## src/rtl/race_decode_16.sv

```systemverilog
// Temporal-to-binary decoder for race-coded lines: timestamps each line's first low
// level against a window counter and presents all values through a valid/ready handshake.
module race_decode_16 #(
    parameter int unsigned N     = 16,
    parameter int unsigned W     = 6,
    parameter int unsigned MAX_T = 63
) (
    input  logic             clk,
    input  logic             rst_n,
    input  logic             start,
    input  logic [N-1:0]     lines,
    output logic [N*W-1:0]   values,
    output logic [N-1:0]     arrived,
    output logic             timeout,
    output logic             busy,
    output logic             out_valid,
    input  logic             out_ready
);

    typedef enum logic [1:0] {StIdle, StCount, StDone} state_e;

    localparam logic [W-1:0] MaxT = W'(MAX_T);

    state_e         state;
    logic [W-1:0]   t;
    logic [N-1:0]   arrived_next;

    // Captures made on this edge count towards the exit decision on the same edge.
    always_comb begin
        arrived_next = arrived | ~lines;
    end

    always_ff @(posedge clk or negedge rst_n) begin
        if (!rst_n) begin
            state     <= StIdle;
            t         <= '0;
            values    <= '0;
            arrived   <= '0;
            timeout   <= 1'b0;
            busy      <= 1'b0;
            out_valid <= 1'b0;
        end else begin
            unique case (state)
                StIdle: begin
                    if (start) begin
                        t       <= '0;
                        values  <= '0;
                        arrived <= '0;
                        timeout <= 1'b0;
                        busy    <= 1'b1;
                        state   <= StCount;
                    end
                end
                StCount: begin
                    for (int unsigned i = 0; i < N; i++) begin
                        if (!lines[i] && !arrived[i]) begin
                            values[i*W +: W] <= t;
                        end
                    end
                    arrived <= arrived_next;
                    if (&arrived_next) begin
                        timeout   <= 1'b0;
                        out_valid <= 1'b1;
                        state     <= StDone;
                    end else if (t == MaxT) begin
                        for (int unsigned i = 0; i < N; i++) begin
                            if (!arrived_next[i]) begin
                                values[i*W +: W] <= MaxT;
                            end
                        end
                        timeout   <= 1'b1;
                        out_valid <= 1'b1;
                        state     <= StDone;
                    end else begin
                        t <= t + 1'b1;
                    end
                end
                StDone: begin
                    if (out_ready) begin
                        busy      <= 1'b0;
                        out_valid <= 1'b0;
                        state     <= StIdle;
                    end
                end
                default: begin
                    state <= StIdle;
                end
            endcase
        end
    end

endmodule

```

## config.mk

```make
export PLATFORM = sky130hd
export DESIGN_NAME = race_decode_16
export DESIGN_NICKNAME = d
export VERILOG_FILES = /design/src/rtl/race_decode_16.sv
export SDC_FILE = /design/constraint.sdc
export NUM_CORES = 1
export LEC_CHECK = 0
export ABC_AREA = 1
export BUFFER_PORTS_ARGS = -buffer_cell sky130_fd_sc_hd__buf_2
export CORE_UTILIZATION = 54
export DETAILED_ROUTE_END_ITERATION = 8
export PLACE_DENSITY = 0.9
export SLEW_MARGIN = 20
export SYNTH_ARGS = -nofsm -noshare
export SYNTH_HDL_FRONTEND = slang
export SYNTH_SLANG_ARGS = --single-unit
export TNS_END_PERCENT = 1
```

## constraint.sdc

```tcl
create_clock -name clk -period 1.8 [get_ports clk]
set_input_delay 0 -clock clk [delete_from_list [all_inputs] [get_ports clk]]
set_output_delay 0 -clock clk [all_outputs]
set_load 0.02 [all_outputs]
```

Word level (Yosys, flattened, before mapping)
Index checks and enable logic that the tools add are counted.

operators by class
  add/sub/neg operators = 1
  equal/unequal tests = 8
  mux-type cells = 56
  bitwise gates (word level) = 2
  reductions and logical operators = 59

operators with widths
  operator                                                                count
  96-bit two-way mux                                                      3
  6-bit two-way mux                                                       35
  96-bit one-hot mux with 2 select lines                                  1
  1-bit logical NOT                                                       32
  16-bit one-hot mux with 2 select lines                                  1
  1-bit logical AND                                                       16
  16-bit two-way mux                                                      1
  16-bit NOT                                                              1
  16-bit bitwise OR                                                       1
  16-bit AND reduction                                                    1
  6-bit one-hot mux with 2 select lines                                   1
  3-bit AND reduction                                                     4
  2-bit two-way mux                                                       4
  2-bit != test (second input constant)                                   4
  6-bit by 1-bit adder with 6-bit output (second input constant)          1
  6-bit equality test (second input constant)                             1
  1-bit two-way mux                                                       6
  1-bit one-hot mux with 2 select lines                                   3
  2-bit one-hot mux with 3 select lines                                   1
  2-bit nonzero test                                                      3
  4-bit AND reduction                                                     1
  3-bit != test (second input constant)                                   1
  2-bit by 1-bit equality test with 1-bit output (second input constant)  1
  2-bit equality test (second input constant)                             1
  2 further kinds                                                         2

storage, ports and cells
  word-level logic and storage cells = 133
  register bits = 123

Logic depth before layout (Yosys ltp)
  depth in word-level cells = 7
  gate-level depth with buffers = 10
  gate-level depth less buffers = 10

Least setup slack after synthesis
Ideal clock, no wire load.

  kind = register to register
  from = reg t[0]
  to = reg t[2]
  path slack = 0.309 ns
  cell stages (with the launch flop) = 10
  data arrival time = 1.372 ns
  cell sequence = dfrtp_1 -> ha_1 -> nand2_1 -> nor2_2 -> inv_2 -> nor3_4 -> buf_4 -> nand2_1 -> nand4_1 -> nand2_1

between the ends
  cells in the longest elaborated chain, start to end = 4
  elaborated cells between the ends (all ways) = 7
  those cells by class = add/sub (1); eq/ne (2); mux (3); reduce/logical (1)

RTL lines
  what                                    RTL line  RTL
  start, declared                         25        logic [W-1:0] t;
  start signal, assigned                  75        t <= t + 1'b1;
  6-bit by 1-bit adder with 6-bit output  75
  6-bit two-way mux                       65        end else if (t == MaxT) begin
  6-bit two-way mux                       61        if (&arrived_next) begin
  6-bit one-hot mux with 2 select lines   43        unique case (state)

Several ways; a longest one is shown, not always the timed one. The select of a mux whose other input is x is not followed.
A chain may end at the register's enable or synchronous reset.

Worst setup path after layout
  from = reg state[1]
  to = reg values[36]

between the ends
  cells in the longest elaborated chain, start to end = 3
  elaborated cells between the ends (all ways) = 6
  those cells by class = eq/ne (2); mux (1); reduce/logical (3)

RTL lines
  what                                                                                 RTL line  RTL
  start, declared                                                                      24        state_e state;
  start signal, assigned                                                               35        state <= StIdle;
  start signal, assigned                                                               51        state <= StCount;
  start signal, assigned                                                               64        state <= StDone;
  2-bit by 1-bit equality test with 1-bit output or 2-bit logical NOT (tied branches)  43
  2-bit nonzero test (no source line) or 2-bit != test (tied branches)                 -
  2-bit AND reduction (no source line)                                                 -
  end signal, assigned by index                                                        57        values[i*W +: W] <= t;
  end signal, assigned by index                                                        68        values[i*W +: W] <= MaxT;
  end, declared                                                                        12        output logic [N*W-1:0] values,

Several ways; a longest one is shown, not always the timed one.

==> out/metrics.cfg <==
[cts]
clkSlewWorstSetupHoldPaths_ns=0.06
numCtsBuffers=17
clockBufferDepth=2
clock-root-buffer=clkbuf_8
clock-sinks=123
worst_skew_pair.late_latency_ns=0.52
h-tree-depth=4
cts_tree=done

[setup_path]
reg2reg_depth=7
slowest_stage=a21oi_1
critPathCaptureType=flip-flop
r2r_start=state[1]$_DFFE_PN0P_
crit_end=values[36]$_DFFE_PN0P_
crit_chain=inv_1 > nand2_1 > clkinv_2 > buf_4 > buf_12 > a21oi_1 > o21ai_0
cp-start-kind=flip-flop
crit_fanout=62
cp.arrival_ns=2.17
worstPathRequired_ns=2.16
slowest_delay_ns=0.41
reg2reg_slack_ns=-0.01
reg2reg_to=values[36]$_DFFE_PN0P_
critPathKind=flip-flop to flip-flop
startpoint=state[1]$_DFFE_PN0P_

[placement]
place_hpwl_mm=10.1
place_inst=998
dp_slack_ns=-0.157
placement.io_buffers=134
gp_congestion=0.848

[cells_and_area]
multi_input_area_mm2=0.00217
antenna_cells=0
fillers=769
layout_common_cells=o21ai_0 (181), nand2_1 (148), inv_1 (140)
syn_to_final_growth_pct=28.4
instances_no_fill=1050
drive_gt1_share_pct=24.4
final_util_pct=72.7
final_common_cell=o21ai_0
area.sequential_mm2=0.00308
nNetsFinal=922

[floorplanning]
core_area_mm2=0.0105
dieArea_mm2=0.0114
fp-row-count=37
start_util_pct=56.6
die_h_um=107
ios=135
die_w_um=107

[drt]
dr.pass1.iters=6
ant_nets=0
viasPerCell=5.41
wl_mm=16.2
drc=0
vias=5683
wire_per_inst_um=15.4
drt_iter0_drc=572

[global_routing]
antenna_found_initial=0
use_met1_pct=37.6
grt_remaining_overflow=0
grt_max_degree=63
grt_busiest_layer=met2
grtUsageMet3_pct=6.32
globalRouteTotalUtil_pct=29.4
grt_pass1_vias=5530
grt_use_met2_pct=48.8
grt_first_pass_wirelength_mm=26.2

[power]
p_leak_uw=0.00399
swShare_pct=43.4
pwr-share-seq_pct=32.1
p_sw_uw=5630
pwr-share-comb_pct=41.6
vdd_drop_max_uv=972
p_int_uw=7360
clkPwrFrac_pct=26.3
power_uw=13000
power.density_mw_per_mm2=1700

[sta]
tightest_slew_ns=0.681
fmax_mhz=551
finalSetupViolCount=1
post-route-min-period_ns=1.81
hold_viol=0
clock-skew-final_ns=0.00812
fin_ws_ns=-0.0139
period_share_pct=101
rsz0062_at_grt=yes
max_slew_margin_pct=54.5
slew_violations=0

[logic_synthesis]
netlist_area_mm2=0.00595
synth_area_per_cell_um2=7.91
yosysSeqAreaShare_pct=51.7
synthCells=752
yosys_warnings=0
synth_nets=773
ys_ff_latch=123
synth_cell_types=27

[status]
violations=negative setup slack
status=finished with violations

[min_path]
hold_class=input pin to async pin

[run]
cap_violations=0

[cell families after synthesis]
| kind of cell | count (synthesis) | share of synthesized area [%] |
|---|---|---|
| AND/OR/NAND/NOR | 210 | 16.0 |
| XOR/XNOR | 1 | 0.147 |
| AO/OA/AOI/OAI | 230 | 19.8 |
| buffers and inverters | 187 | 12.1 |
| flip-flops | 123 | 51.7 |
| adder cells (fa/ha/maj) | 1 | 0.210 |
[worst min path at each step]
stage | end | slack [ns]
floorplan | arrived[0]$_DFFE_PN0P_ | -0.30
global placement | values[88]$_DFFE_PN0P_ | 0.03
detailed placement | values[85]$_DFFE_PN0P_ | 0.03
CTS | values[85]$_DFFE_PN0P_ | 0.04
global route | values[89]$_DFFE_PN0P_ | 0.07
finish | values[87]$_DFFE_PN0P_ | 0.02
[power by group through the flow]
stage               combinational, µW  clock, µW  sequential (µW)
finish                           5400       3420             4170
floorplan                        2450          0             5070
detailed placement               5180          0             4160
global route                     5900       3570             4250
global placement                 5040          0             4150
CTS                              5290       3430             4150
[layout make-up]
type | count | area share, %
flip-flops and latches | 123 | 40.3
multi-input cells | 442 | 28.4
repair buffers | 172 | 14.0
inverters | 145 | 7.15
clock buffers | 18 | 5.60
clock inverters | 14 | 2.23
well taps | 136 | 2.23
[worst max-delay path, delay by kind of cell, from the launching register on]
family | cells | cell delay, ns
DFF | 1 | 0.35
and+or+nand+nor | 1 | 0.09
buffers and inverters | 4 | 0.57
AOI/OAI and AO/OA | 2 | 0.63
[through the flow]
stage / instance area [µm²] / setup TNS, ns / hold WS, ns
finish: 7630 / -0.0139 / 0.0223
CTS: 7590 / 0 / 0.0401
global route: 7630 / -3.63 / 0.0670
global placement: 6800 / -0.0288 / 0.0269
floorplan: 5950 / 0 / -0.296
detailed placement: 6800 / -3.18 / 0.0316
[what timing repair did]
item / CTS / global route
buffers inserted: 0 / 2
pin swaps: 0 / 0
hold buffers: 18 / 0
hold endpoints to repair: 198 / 0
gates resized for setup: 2 / 10
endpoints found under the setup margin: 116 / 93
[cell usage after synthesis]
| cell | number | area share [%] |
|---|---|---|
| a21oi_1 | 18 | 1.5 |
| buf_1 | 6 | 0.38 |
| buf_2 | 4 | 0.34 |
| buf_4 | 2 | 0.25 |
| buf_6 | 1 | 0.19 |
| clkbuf_1 | 29 | 1.8 |
| clkinv_1 | 1 | 0.063 |
| dfrtp_1 | 123 | 52 |
| ha_1 | 1 | 0.21 |
| inv_1 | 141 | 8.9 |
| inv_2 | 3 | 0.19 |
| nand2_1 | 152 | 9.6 |
| nand2_4 | 9 | 1.7 |
| nand3_1 | 11 | 0.93 |
| nand3_2 | 1 | 0.17 |
| nand4_1 | 5 | 0.53 |
| nor2_1 | 12 | 0.76 |
| nor2_2 | 2 | 0.21 |
| nor3_4 | 1 | 0.27 |
| nor3b_1 | 1 | 0.13 |
| o211ai_1 | 1 | 0.13 |
| o21ai_0 | 182 | 15 |
| o21ai_1 | 12 | 1.0 |
| o22ai_1 | 16 | 1.7 |
| o311ai_0 | 1 | 0.15 |
| or2_2 | 16 | 1.7 |
| xor2_1 | 1 | 0.15 |
[registers in the layout, summed over array words and instances, names as in the netlist]
name and count:
out_valid 1, state 2, timeout 1, arrived 16, t 6, busy 1
values 96
[layer usage]
layer	part of all wire (%)	up-vias	routed length, µm
li1	-	2676	-
met3	8.2	54	1320
met2	49	314	7870
met4	2.6	0	423
met1	41	2639	6600
met5	0	-	0
Power figures use the tool's default switching activity.
